**config.mk**
```make
export PLATFORM = sky130hd
export DESIGN_NAME = aes_host_seq_flat
export DESIGN_NICKNAME = d
export VERILOG_FILES = /design/src/rtl/aes_pkg.sv /design/src/rtl/aes_host_seq_if.sv /design/src/rtl/aes_host_seq.sv /design/src/flat_wrapper.sv
export SDC_FILE = /design/constraint.sdc
export NUM_CORES = 1
export LEC_CHECK = 0
export ABC_CLOCK_PERIOD_IN_PS = 6000
export CAP_MARGIN = 5
export CORE_AREA = 5 5 192 194
export DETAILED_ROUTE_END_ITERATION = 10
export DIE_AREA = 0 0 197 199
export HOLD_SLACK_MARGIN = 0.08
export PLACE_DENSITY_LB_ADDON = 0.1
export SLEW_MARGIN = 20
export SYNTH_ARGS = -nofsm -noshare
export SYNTH_HDL_FRONTEND = slang
export SYNTH_SLANG_ARGS = --single-unit
```
**constraint.sdc**
```tcl
create_clock -name clk -period 6 [get_ports clk]
set_clock_uncertainty 0.2 [all_clocks]
set_input_delay 1.2 -clock clk [delete_from_list [all_inputs] [get_ports clk]]
set_output_delay 1.2 -clock clk [all_outputs]
set_load 0.01 [all_outputs]
```
**src/rtl/aes_pkg.sv**
```systemverilog
// Shared types and constants for the AES host sequencer.
`default_nettype none

package aes_pkg;

  localparam int AES_BLOCK_W    = 128;
  localparam int AES_WORD_W     = 32;
  localparam int AES_LOAD_WORDS = 8;
  localparam int AES_READ_WORDS = 4;

  typedef enum logic [2:0] {
    IDLE      = 3'd0,
    LOAD      = 3'd1,
    WAIT_DONE = 3'd2,
    READ_REQ  = 3'd3,
    READ_WAIT = 3'd4,
    CAPTURE   = 3'd5,
    OUT       = 3'd6
  } aes_seq_state_t;

  // Word idx of the 8-word load stream {plaintext words 0..3, key words 0..3}.
  function automatic logic [AES_WORD_W-1:0] load_word(
    input logic [AES_BLOCK_W-1:0] pt,
    input logic [AES_BLOCK_W-1:0] key,
    input logic [2:0]             idx
  );
    logic [2*AES_BLOCK_W-1:0] cat;
    cat = {pt, key};
    return cat[(2*AES_BLOCK_W-1) - AES_WORD_W*int'(idx) -: AES_WORD_W];
  endfunction

endpackage

`default_nettype wire

```
**src/rtl/aes_host_seq_if.sv**
```systemverilog
// Request/result stream plus word-serial AES core port, bundled for the sequencer.
`default_nettype none

interface aes_host_seq_if;

  logic                            s_valid;
  logic                            s_ready;
  logic [aes_pkg::AES_BLOCK_W-1:0] s_plaintext;
  logic [aes_pkg::AES_BLOCK_W-1:0] s_key;
  logic                            m_valid;
  logic                            m_ready;
  logic [aes_pkg::AES_BLOCK_W-1:0] m_ciphertext;
  logic                            m_error;
  logic                            busy;
  logic                            aes_start_n;
  logic [aes_pkg::AES_WORD_W-1:0]  aes_dword_in;
  logic                            aes_start_read_n;
  logic [aes_pkg::AES_WORD_W-1:0]  aes_dword_out;
  logic                            aes_done;

  modport master (
    input  s_valid, s_plaintext, s_key, m_ready, aes_dword_out, aes_done,
    output s_ready, m_valid, m_ciphertext, m_error, busy,
           aes_start_n, aes_dword_in, aes_start_read_n
  );

  modport slave (
    output s_valid, s_plaintext, s_key, m_ready, aes_dword_out, aes_done,
    input  s_ready, m_valid, m_ciphertext, m_error, busy,
           aes_start_n, aes_dword_in, aes_start_read_n
  );

endinterface

`default_nettype wire

```
**src/rtl/aes_host_seq.sv**
```systemverilog
// Host-side sequencer: loads one pt/key pair into the word-serial AES core,
// waits for done (with watchdog), reads back and presents the 128-bit result.
`default_nettype none

module aes_host_seq
  import aes_pkg::*;
#(
  parameter int TIMEOUT_CYCLES = 256,
  parameter int READ_LAT       = 1
) (
  input  logic           clk,
  input  logic           reset_n,
  aes_host_seq_if.master bus
);

  localparam int WD_W  = (TIMEOUT_CYCLES > 1) ? $clog2(TIMEOUT_CYCLES) : 1;
  localparam int LAT_W = (READ_LAT > 2) ? $clog2(READ_LAT - 1) : 1;
  localparam logic [WD_W-1:0]  WD_LAST  = WD_W'(TIMEOUT_CYCLES - 1);
  localparam logic [LAT_W-1:0] LAT_LAST = LAT_W'((READ_LAT > 1) ? READ_LAT - 2 : 0);

  aes_seq_state_t state;
  aes_seq_state_t next_state;

  logic [2:0]             idx;
  logic [WD_W-1:0]        wd_cnt;
  logic [LAT_W-1:0]       lat_cnt;
  logic [1:0]             cap_idx;
  logic [AES_BLOCK_W-1:0] pt_lat;
  logic [AES_BLOCK_W-1:0] key_lat;
  logic [AES_BLOCK_W-1:0] ct_q;
  logic                   err_q;
  logic                   start_n_q;
  logic                   start_read_n_q;
  logic [AES_WORD_W-1:0]  dword_in_q;
  logic                   wd_expired;

  assign wd_expired = (wd_cnt == WD_LAST);

  always_ff @(posedge clk or negedge reset_n) begin
    if (!reset_n) begin
      state <= IDLE;
    end else begin
      state <= next_state;
    end
  end

  always_comb begin
    next_state = state;
    case (state)
      IDLE:      if (bus.s_valid)       next_state = LOAD;
      LOAD:      if (idx == 3'd7)       next_state = WAIT_DONE;
      WAIT_DONE: begin
        // done wins over the watchdog on the final cycle
        if (bus.aes_done)               next_state = READ_REQ;
        else if (wd_expired)            next_state = OUT;
      end
      READ_REQ:                         next_state = (READ_LAT == 1) ? CAPTURE : READ_WAIT;
      READ_WAIT: if (lat_cnt == LAT_LAST) next_state = CAPTURE;
      CAPTURE:   if (cap_idx == 2'd3)   next_state = OUT;
      OUT:       if (bus.m_ready)       next_state = IDLE;
      default:                          next_state = IDLE;
    endcase
  end

  always_comb begin
    bus.s_ready          = (state == IDLE);
    bus.busy             = (state != IDLE);
    bus.m_valid          = (state == OUT);
    bus.m_ciphertext     = ct_q;
    bus.m_error          = err_q;
    bus.aes_start_n      = start_n_q;
    bus.aes_start_read_n = start_read_n_q;
    bus.aes_dword_in     = dword_in_q;
  end

  always_ff @(posedge clk or negedge reset_n) begin
    if (!reset_n) begin
      idx            <= '0;
      wd_cnt         <= '0;
      lat_cnt        <= '0;
      cap_idx        <= '0;
      pt_lat         <= '0;
      key_lat        <= '0;
      ct_q           <= '0;
      err_q          <= 1'b0;
      start_n_q      <= 1'b1;
      start_read_n_q <= 1'b1;
      dword_in_q     <= '0;
    end else begin
      start_n_q      <= 1'b1;
      start_read_n_q <= 1'b1;
      case (state)
        IDLE: begin
          if (bus.s_valid) begin
            pt_lat     <= bus.s_plaintext;
            key_lat    <= bus.s_key;
            idx        <= 3'd0;
            dword_in_q <= bus.s_plaintext[AES_BLOCK_W-1 -: AES_WORD_W];
            start_n_q  <= 1'b0;
          end
        end
        LOAD: begin
          if (idx == 3'd7) begin
            dword_in_q <= '0;
            wd_cnt     <= '0;
          end else begin
            idx        <= idx + 3'd1;
            dword_in_q <= load_word(pt_lat, key_lat, idx + 3'd1);
          end
        end
        WAIT_DONE: begin
          if (bus.aes_done) begin
            start_read_n_q <= 1'b0;
          end else if (wd_expired) begin
            err_q <= 1'b1;
            ct_q  <= '0;
          end else if (wd_cnt != '1) begin
            wd_cnt <= wd_cnt + WD_W'(1);
          end
        end
        READ_REQ: begin
          lat_cnt <= '0;
          cap_idx <= '0;
        end
        READ_WAIT: begin
          lat_cnt <= lat_cnt + LAT_W'(1);
        end
        CAPTURE: begin
          // four shifts leave word0 in the top dword
          ct_q    <= {ct_q[AES_BLOCK_W-AES_WORD_W-1:0], bus.aes_dword_out};
          cap_idx <= cap_idx + 2'd1;
          if (cap_idx == 2'd3) err_q <= 1'b0;
        end
        OUT: begin
          if (bus.m_ready) err_q <= 1'b0;
        end
        default: ;
      endcase
    end
  end

endmodule

`default_nettype wire

```
**src/flat_wrapper.sv**
```systemverilog
// flat-port wrapper written by rule: the top's interface ports become plain ports
module aes_host_seq_flat import aes_pkg::*;
#(
  parameter int TIMEOUT_CYCLES = 256,
  parameter int READ_LAT       = 1
)
  (clk, reset_n, bus_s_valid, bus_s_plaintext, bus_s_key, bus_m_ready, bus_aes_dword_out, bus_aes_done, bus_s_ready, bus_m_valid, bus_m_ciphertext, bus_m_error, bus_busy, bus_aes_start_n, bus_aes_dword_in, bus_aes_start_read_n);
  aes_host_seq_if bus_i ();
  input  logic clk;
  input  logic reset_n;
  input wire logic [$bits(bus_i.s_valid)-1:0] bus_s_valid;
  input wire logic [$bits(bus_i.s_plaintext)-1:0] bus_s_plaintext;
  input wire logic [$bits(bus_i.s_key)-1:0] bus_s_key;
  input wire logic [$bits(bus_i.m_ready)-1:0] bus_m_ready;
  input wire logic [$bits(bus_i.aes_dword_out)-1:0] bus_aes_dword_out;
  input wire logic [$bits(bus_i.aes_done)-1:0] bus_aes_done;
  output wire logic [$bits(bus_i.s_ready)-1:0] bus_s_ready;
  output wire logic [$bits(bus_i.m_valid)-1:0] bus_m_valid;
  output wire logic [$bits(bus_i.m_ciphertext)-1:0] bus_m_ciphertext;
  output wire logic [$bits(bus_i.m_error)-1:0] bus_m_error;
  output wire logic [$bits(bus_i.busy)-1:0] bus_busy;
  output wire logic [$bits(bus_i.aes_start_n)-1:0] bus_aes_start_n;
  output wire logic [$bits(bus_i.aes_dword_in)-1:0] bus_aes_dword_in;
  output wire logic [$bits(bus_i.aes_start_read_n)-1:0] bus_aes_start_read_n;
  assign bus_i.s_valid = bus_s_valid;
  assign bus_i.s_plaintext = bus_s_plaintext;
  assign bus_i.s_key = bus_s_key;
  assign bus_i.m_ready = bus_m_ready;
  assign bus_i.aes_dword_out = bus_aes_dword_out;
  assign bus_i.aes_done = bus_aes_done;
  assign bus_s_ready = bus_i.s_ready;
  assign bus_m_valid = bus_i.m_valid;
  assign bus_m_ciphertext = bus_i.m_ciphertext;
  assign bus_m_error = bus_i.m_error;
  assign bus_busy = bus_i.busy;
  assign bus_aes_start_n = bus_i.aes_start_n;
  assign bus_aes_dword_in = bus_i.aes_dword_in;
  assign bus_aes_start_read_n = bus_i.aes_start_read_n;
  aes_host_seq #(.TIMEOUT_CYCLES(TIMEOUT_CYCLES), .READ_LAT(READ_LAT)) u_core (.clk(clk), .reset_n(reset_n), .bus(bus_i));
endmodule
```
==> results of run 1 <==
-- where the power goes --
group | internal [mW] | switching [mW] | leakage (nW)
Clock | 1.62 | 1.10 | 0.708
Combinational | 2.91 | 2.86 | 5.55
Sequential | 4.27 | 0.938 | 5.52
Total | 8.80 | 4.90 | 11.8
-- cells in the mapped netlist (all sizes together) (2+ instances only) --
| cell type | instances | share of area [%] |
|---|---|---|
| dfrtp | 434 | 59 |
| nor2 | 7 | 0.14 |
| a21boi | 2 | 0.082 |
| a22o | 130 | 6.2 |
| nand2b | 3 | 0.10 |
| or3 | 3 | 0.10 |
| a41oi | 2 | 0.096 |
| o211ai | 3 | 0.12 |
| o21ai | 9 | 0.27 |
| inv | 9 | 0.18 |
| o22ai | 32 | 1.1 |
| ha | 4 | 0.27 |
| a31oi | 6 | 0.20 |
| a21oi | 9 | 0.25 |
| buf | 83 | 2.3 |
| dfstp | 2 | 0.29 |
| mux2i | 64 | 3.5 |
| nor4b | 2 | 0.18 |
| nand3 | 7 | 0.19 |
| mux4 | 64 | 7.9 |
| nand2 | 787 | 16 |
| clkbuf | 34 | 0.70 |
-- worst paths after layout --
path                                                     start                                 endpoint  slack (ns)  depth (start not counted)
worst min register to register  u_core.key_lat[21]$_DFFE_PN0P_           u_core.key_lat[21]$_DFFE_PN0P_        0.27                          2
max in group asynchronous                              reset_n           u_core.key_lat[52]$_DFFE_PN0P_        3.74                          2
worst min-delay path            u_core.key_lat[21]$_DFFE_PN0P_           u_core.key_lat[21]$_DFFE_PN0P_        0.27                          2
worst max-delay path                               bus_s_valid  u_core.bus.aes_dword_in[14]$_DFFE_PN0P_        2.33                          5
min in group asynchronous                              reset_n           u_core.key_lat[26]$_DFFE_PN0P_        0.51                          1
worst max register to register     u_core.state[2]$_DFFE_PN0P_  u_core.bus.aes_dword_in[14]$_DFFE_PN0P_        2.75                          4
-- per-stage QoR --
stage               hold WS [ns]  instances  instance area [µm²]
floorplan                 0.2403       1706                18320
CTS                       0.2712       2599                24580
finish                    0.2670       2605                24610
detailed placement        0.2574       2520                23140
global route              0.2799       2604                24610
global placement          0.2513       2520                23140
-- worst reg2reg max path: cells and delay by family (launching register included) --
family          cells  cell delay, ns
mux                 1            0.77
buf+inv             1            0.58
simple gates        1            0.78
compound gates      1            0.13
flops               1            0.64
-- layout make-up --
cell class,instances,area (µm²),area share (%)
Inverter,9,41.29,0.1678
Tap cell,461,576.8,2.344
Multi-Input combinational cell,1144,6867,27.90
Antenna cell,5,12.51,0.05084
Clock inverter,8,93.84,0.3813
Clock buffer,71,1346,5.470
Timing Repair Buffer,471,4757,19.33
Sequential cell,436,10920,44.36
-- flip-flops by register name (all words and copies together), names as in the netlist --
signal and flops:
u_core.bus.aes_dword_in 32, u_core.bus.aes_start_n 1, u_core.bus.aes_start_read_n 1, u_core.bus.m_ciphertext 128, u_core.bus.m_error 1, u_core.cap_idx 2, u_core.idx 3, u_core.key_lat 128
u_core.lat_cnt 1, u_core.pt_lat 128, u_core.state 3, u_core.wd_cnt 8
-- metal layers --
layer / up-vias / part of all wire [%] / track usage (%)
li1: 6557 / - / -
met2: 523 / 48 / 41.95
met3: 88 / 7.0 / 5.759
met4: 6 / 2.9 / 7.396
met1: 7012 / 42 / 36.69
met5: - / 0.065 / 0
-- kinds of logic (layout without fill, tap and decap cells) --
logic type      count (synthesis)  after routing  share of synthesized area, %
mux                           128            128                         11.37
simple gates                  814            814                         17.04
other cells                     0              5                             0
buf+inv                       126            559                         3.190
compound gates                198            198                         8.552
fa+ha+maj                       4              4                        0.2732
flops                         436            436                         59.58
==> run_results.csv, run 1 <==
group,metric,value,unit
routing,drc,0,
critical_path,arrival,3.84,ns
clocking,cts.clk_slew.worst_paths,0.06,ns
die,coreArea,35050,µm²
sta,fin_ws,2.333,ns
clocking,cts_tree,"yes",
power_and_ir_drop,power_density,556.9,nW/µm²
synthesis,avgSynthCellArea,10.74,µm²
sta,tns,0,ns
power_and_ir_drop,finalPower,13.71,mW
die,die_area,39200,µm²
sta,max_freq,272.7,MHz
final_layout,fillCellCount,2636,
status,status,"complete, no violations",
clocking,cts_inserted_buffers,45,
critical_path,critPathMaxStageDelay,0.66,ns
final_layout,drive_gt1_share,7.246,%
sta,setup_violations,0,
critical_path,end_kind,"flop",
grt,grt_pass1_vias,14440,
critical_path,cp_top_family,"buffers and inverters",
synthesis,syn-num-nets,2003,
run,cap_viol_max_count,0,
sta,maxSlewHeadroom,11.24,%
grt,antenna_found_initial,7,
min_path,holdCritPathClass,"flop to flop",
synthesis,syn-instance-count,1706,
routing,ant_nets,0,
sta,post-route-period-util,61.12,%
critical_path,required,6.17,ns
clocking,h-tree-depth,2,
sta,period_needed,3.667,ns
critical_path,crit_buf_inv,2,
sta,rsz0062_at_grt,"false",
die,initial_core_util,52.26,%
die,fp.dieW,197,µm
clocking,clk_path_buf_depth,3,
critical_path,crit_slowest_cell,"nor4b_2",
critical_path,path_class,"input port to flop",
die,io_pins,459,
placement,gp_congestion,0.8656,
grt,grt_use_total,26.18,%
placement,place_ws,1.975,ns
clocking,postCtsSetupBuffers,0,
synthesis,synth_warnings,0,
sta,worst_pin_slew,1.331,ns
clocking,hold_buffers,0,
critical_path,critPathMaxFanout,229,
final_layout,final_core_util,70.21,%
final_layout,area_delta_synth_final,34.36,%
routing,drt-wirelength-per-cell,20.16,µm
synthesis,ys_async_sr_fraction,100.0,%
die,rows,69,
power_and_ir_drop,vdd_drop_max,324.4,µV
power_and_ir_drop,power.leakage,11.78,nW
final_layout,nets,2404,
synthesis,netlist_area,18320,µm²
placement,dp_hpwl,36140,µm
routing,dr.pass1.iters,5,
die,fp.dieH,199,µm
final_layout,final_cell_mix,"787 x nand2_1, 457 x clkdlybuf4s50_1, 433 x dfrtp_1",
clocking,root_buffer,"clkbuf_16",
grt,overflow,0,
synthesis,yosysSeqAreaShare,59.58,%
routing,post_drt_via_cell_ratio,5.446,
synthesis,synth_cell_types,38,
critical_path,start_kind,"input port",
sta,hold_viol_final,0,
synthesis,synth_edf_count,0,
routing,drt-total-wl,52520,µm
routing,drt_iter0_drc,1101,
final_layout,final_common_cell,"nand2_1",
grt,grt_pass1_wl,81330,µm
routing,via_count,14190,
sta,slew_violations,0,
synthesis,ys.flop_type,"dfrtp_1",
synthesis,ys_ff_latch,436,
critical_path,path_cells,"clkdlybuf4s50_1 > nor4b_2 > buf_12 > mux2i_1 > o22ai_1",
clocking,cts_sinks,436,
clocking,clock_latency,0.53,ns
placement,portBuffers,458,
grt,grt_max_degree,230,
clocking,ctsResizeCount,0,
Note: power is estimated with default switching activity, not from simulation.
==> inputs of run 2 (changes only) <==
--- a/config.mk
+++ b/config.mk
@@ -5,11 +5,11 @@
 export SDC_FILE = /design/constraint.sdc
 export NUM_CORES = 1
 export LEC_CHECK = 0
-export ABC_CLOCK_PERIOD_IN_PS = 6000
+export ABC_CLOCK_PERIOD_IN_PS = 3100
 export CAP_MARGIN = 5
-export CORE_AREA = 5 5 192 194
+export CORE_AREA = 5 5 208 210
 export DETAILED_ROUTE_END_ITERATION = 10
-export DIE_AREA = 0 0 197 199
+export DIE_AREA = 0 0 213 215
 export HOLD_SLACK_MARGIN = 0.08
 export PLACE_DENSITY_LB_ADDON = 0.1
 export SLEW_MARGIN = 20
==> constraint.sdc (replaced) <==
create_clock -name clk -period 3.1 [get_ports clk]
set_clock_uncertainty 0.2 [all_clocks]
set_input_delay 0.62 -clock clk [delete_from_list [all_inputs] [get_ports clk]]
set_output_delay 0.62 -clock clk [all_outputs]
set_load 0.01 [all_outputs]
==> run 2 against run 1 <==
Effect of this change: combinational power up 99%; sequential power grew 91%; final area up 2.7%; register-to-register slack got worse by 2.0 ns; clock power grew 110%; clock-buffer cell count decreased by 2; cell count is 4.2% higher; utilization decreased by 9.1 points; power grew 99%; sequential share of layout area is 1.2 points lower; hold slack barely moved; critical endpoint is now bus_m_valid; largest cell class unchanged.
==> run_results.csv, run 2 (same netlist as run 1, synthesis figures left out) <==
group,metric,value,unit
status,status,"complete, no violations",
sta,rsz0062_at_grt,"false",
clocking,cts_tree,"yes",
final_layout,drive_gt1_share,9.032,%
critical_path,crit_slowest_cell,"dfrtp_1",
run,cap_viol_max_count,0,
die,fp.dieH,215,µm
critical_path,path_class,"flop to output pin",
critical_path,critPathMaxStageDelay,0.74,ns
sta,period_needed,2.934,ns
grt,grt_pass1_wl,83410,µm
clocking,clk_path_buf_depth,3,
critical_path,r2r_slack,0.71,ns
grt,antenna_found_initial,8,
power_and_ir_drop,power_density,1078,nW/µm²
sta,post-route-period-util,94.65,%
grt,grt_use_total,23.15,%
placement,gp_congestion,0.8420,
die,rows,75,
grt,grt_pass1_vias,14600,
routing,via_count,14200,
die,io_pins,459,
placement,dp_hpwl,37930,µm
critical_path,start_kind,"flop",
final_layout,final_common_cell,"nand2_1",
die,initial_core_util,44.26,%
clocking,postCtsSetupBuffers,0,
placement,place_ws,0.3717,ns
min_path,holdCritPathClass,"flop to flop",
routing,drt-total-wl,53890,µm
power_and_ir_drop,vdd_drop_max,577.1,µV
routing,drt_iter0_drc,1114,
critical_path,crit_end,"bus_m_valid",
power_and_ir_drop,power.leakage,12.08,nW
critical_path,worstReg2RegStart,"u_core.state[0]$_DFFE_PN0P_",
routing,post_drt_via_cell_ratio,5.232,
clocking,cts_inserted_buffers,47,
grt,grt_max_degree,129,
critical_path,r2r_cells,6,
critical_path,critPathMaxFanout,16,
sta,max_freq,340.8,MHz
final_layout,fillCellCount,3427,
sta,setup_violations,0,
placement,portBuffers,458,
routing,ant_nets,0,
critical_path,end_kind,"output pin",
critical_path,arrival,2.11,ns
sta,worst_pin_slew,0.6323,ns
clocking,clock_latency,0.57,ns
clocking,h-tree-depth,2,
routing,drc,0,
grt,overflow,0,
final_layout,nets,2433,
routing,drt-wirelength-per-cell,19.86,µm
clocking,root_buffer,"clkbuf_16",
sta,slew_violations,0,
die,coreArea,41380,µm²
critical_path,rr_endpoint,"u_core.key_lat[103]$_DFFE_PN0P_",
critical_path,critPathLaunch,"u_core.state[1]$_DFFE_PN0P_",
final_layout,area_delta_synth_final,38.05,%
die,die_area,45800,µm²
sta,hold_viol_final,0,
final_layout,final_cell_mix,"787 x nand2_1, 457 x clkdlybuf4s50_1, 432 x dfrtp_1",
critical_path,required,2.28,ns
clocking,cts_sinks,436,
sta,maxSlewHeadroom,57.84,%
clocking,cts.clk_slew.worst_paths,0.06,ns
die,fp.dieW,213,µm
power_and_ir_drop,finalPower,27.26,mW
routing,dr.pass1.iters,5,
sta,tns,0,ns
critical_path,path_cells,"nand2_1 > nor2_1 > clkdlybuf4s50_1",
sta,fin_ws,0.1658,ns
run 2: changes by cell type in the layout (fill, tap and decap cells not counted), moves of 2 or more:
cell | before | now
buf_12 | 5 | 22
buf_4 | 7 | 17
clkbuf_1 | 16 | 7
clkbuf_8 | 8 | 13
clkinv_2 | 5 | 10
bufinv_16 | 2 | 4
clkbuf_16 | 47 | 49
run 2: timing repair:
action                                 CTS  global route
endpoints found under the hold margin   55             0
resized for setup                        0             2
setup endpoints to repair                0             2
hold buffers                             1             0
run 2: power breakdown:
group / switching (mW) / internal, mW / total [mW]
logic: 5.61 / 5.90 / 11.5
registers: 1.68 / 8.28 / 9.96
clock network: 2.27 / 3.51 / 5.79
run 2: layout make-up:
cell class                 count  area [µm²]  area share, %
antenna                        5       12.51        0.04948
clock buffer                  69        1431          5.661
clock inverter                14       170.2         0.6729
inverter                       9       41.29         0.1633
multi-input combinational   1144        6872          27.17
sequential                   436       10920          43.18
tap                          539       674.4          2.667
timing repair buffer         498        5167          20.44
run 2: how the worst min path moves through the flow:
stage	end	depth (start not counted)	startpoint	slack, ns
2_1_floorplan	u_core.bus.aes_dword_in[0]$_DFFE_PN0P_	0	reset_n	0.12
3_3_place_gp	u_core.pt_lat[5]$_DFFE_PN0P_	2	u_core.pt_lat[5]$_DFFE_PN0P_	0.25
3_5_place_dp	u_core.pt_lat[27]$_DFFE_PN0P_	2	u_core.pt_lat[27]$_DFFE_PN0P_	0.26
4_1_cts	u_core.pt_lat[27]$_DFFE_PN0P_	2	u_core.pt_lat[27]$_DFFE_PN0P_	0.27
5_1_grt	u_core.key_lat[0]$_DFFE_PN0P_	2	u_core.key_lat[0]$_DFFE_PN0P_	0.28
6_report	u_core.key_lat[8]$_DFFE_PN0P_	2	u_core.key_lat[8]$_DFFE_PN0P_	0.27
run 2: worst max-delay path, delay by kind of cell (launching register included):
kind	cells	cell delay (ns)
simple gates	2	0.26
flops	1	0.74
buf+inv	1	0.56
run 2: per-stage QoR:
| stage | area (µm²) | instances | hold WS [ns] | util [%] |
|---|---|---|---|---|
| finish | 25290 | 2714 | 0.2672 | 61.10 |
| global route | 25290 | 2714 | 0.2805 | 61.10 |
| CTS | 25270 | 2709 | 0.2712 | 61.06 |
| detailed placement | 23660 | 2625 | 0.2571 | 57.16 |
| global placement | 23660 | 2625 | 0.2532 | 57.16 |
| floorplan | 18320 | 1706 | 0.1244 | - |
run 2: metal layers:
metal | part of all wire (%) | up-vias | GRT usage [%]
li1 | - | 6620 | -
met1 | 42 | 7006 | 31.72
met2 | 48 | 471 | 37.19
met3 | 6.7 | 98 | 4.288
met4 | 3.3 | 6 | 8.342
met5 | 0.087 | - | 0
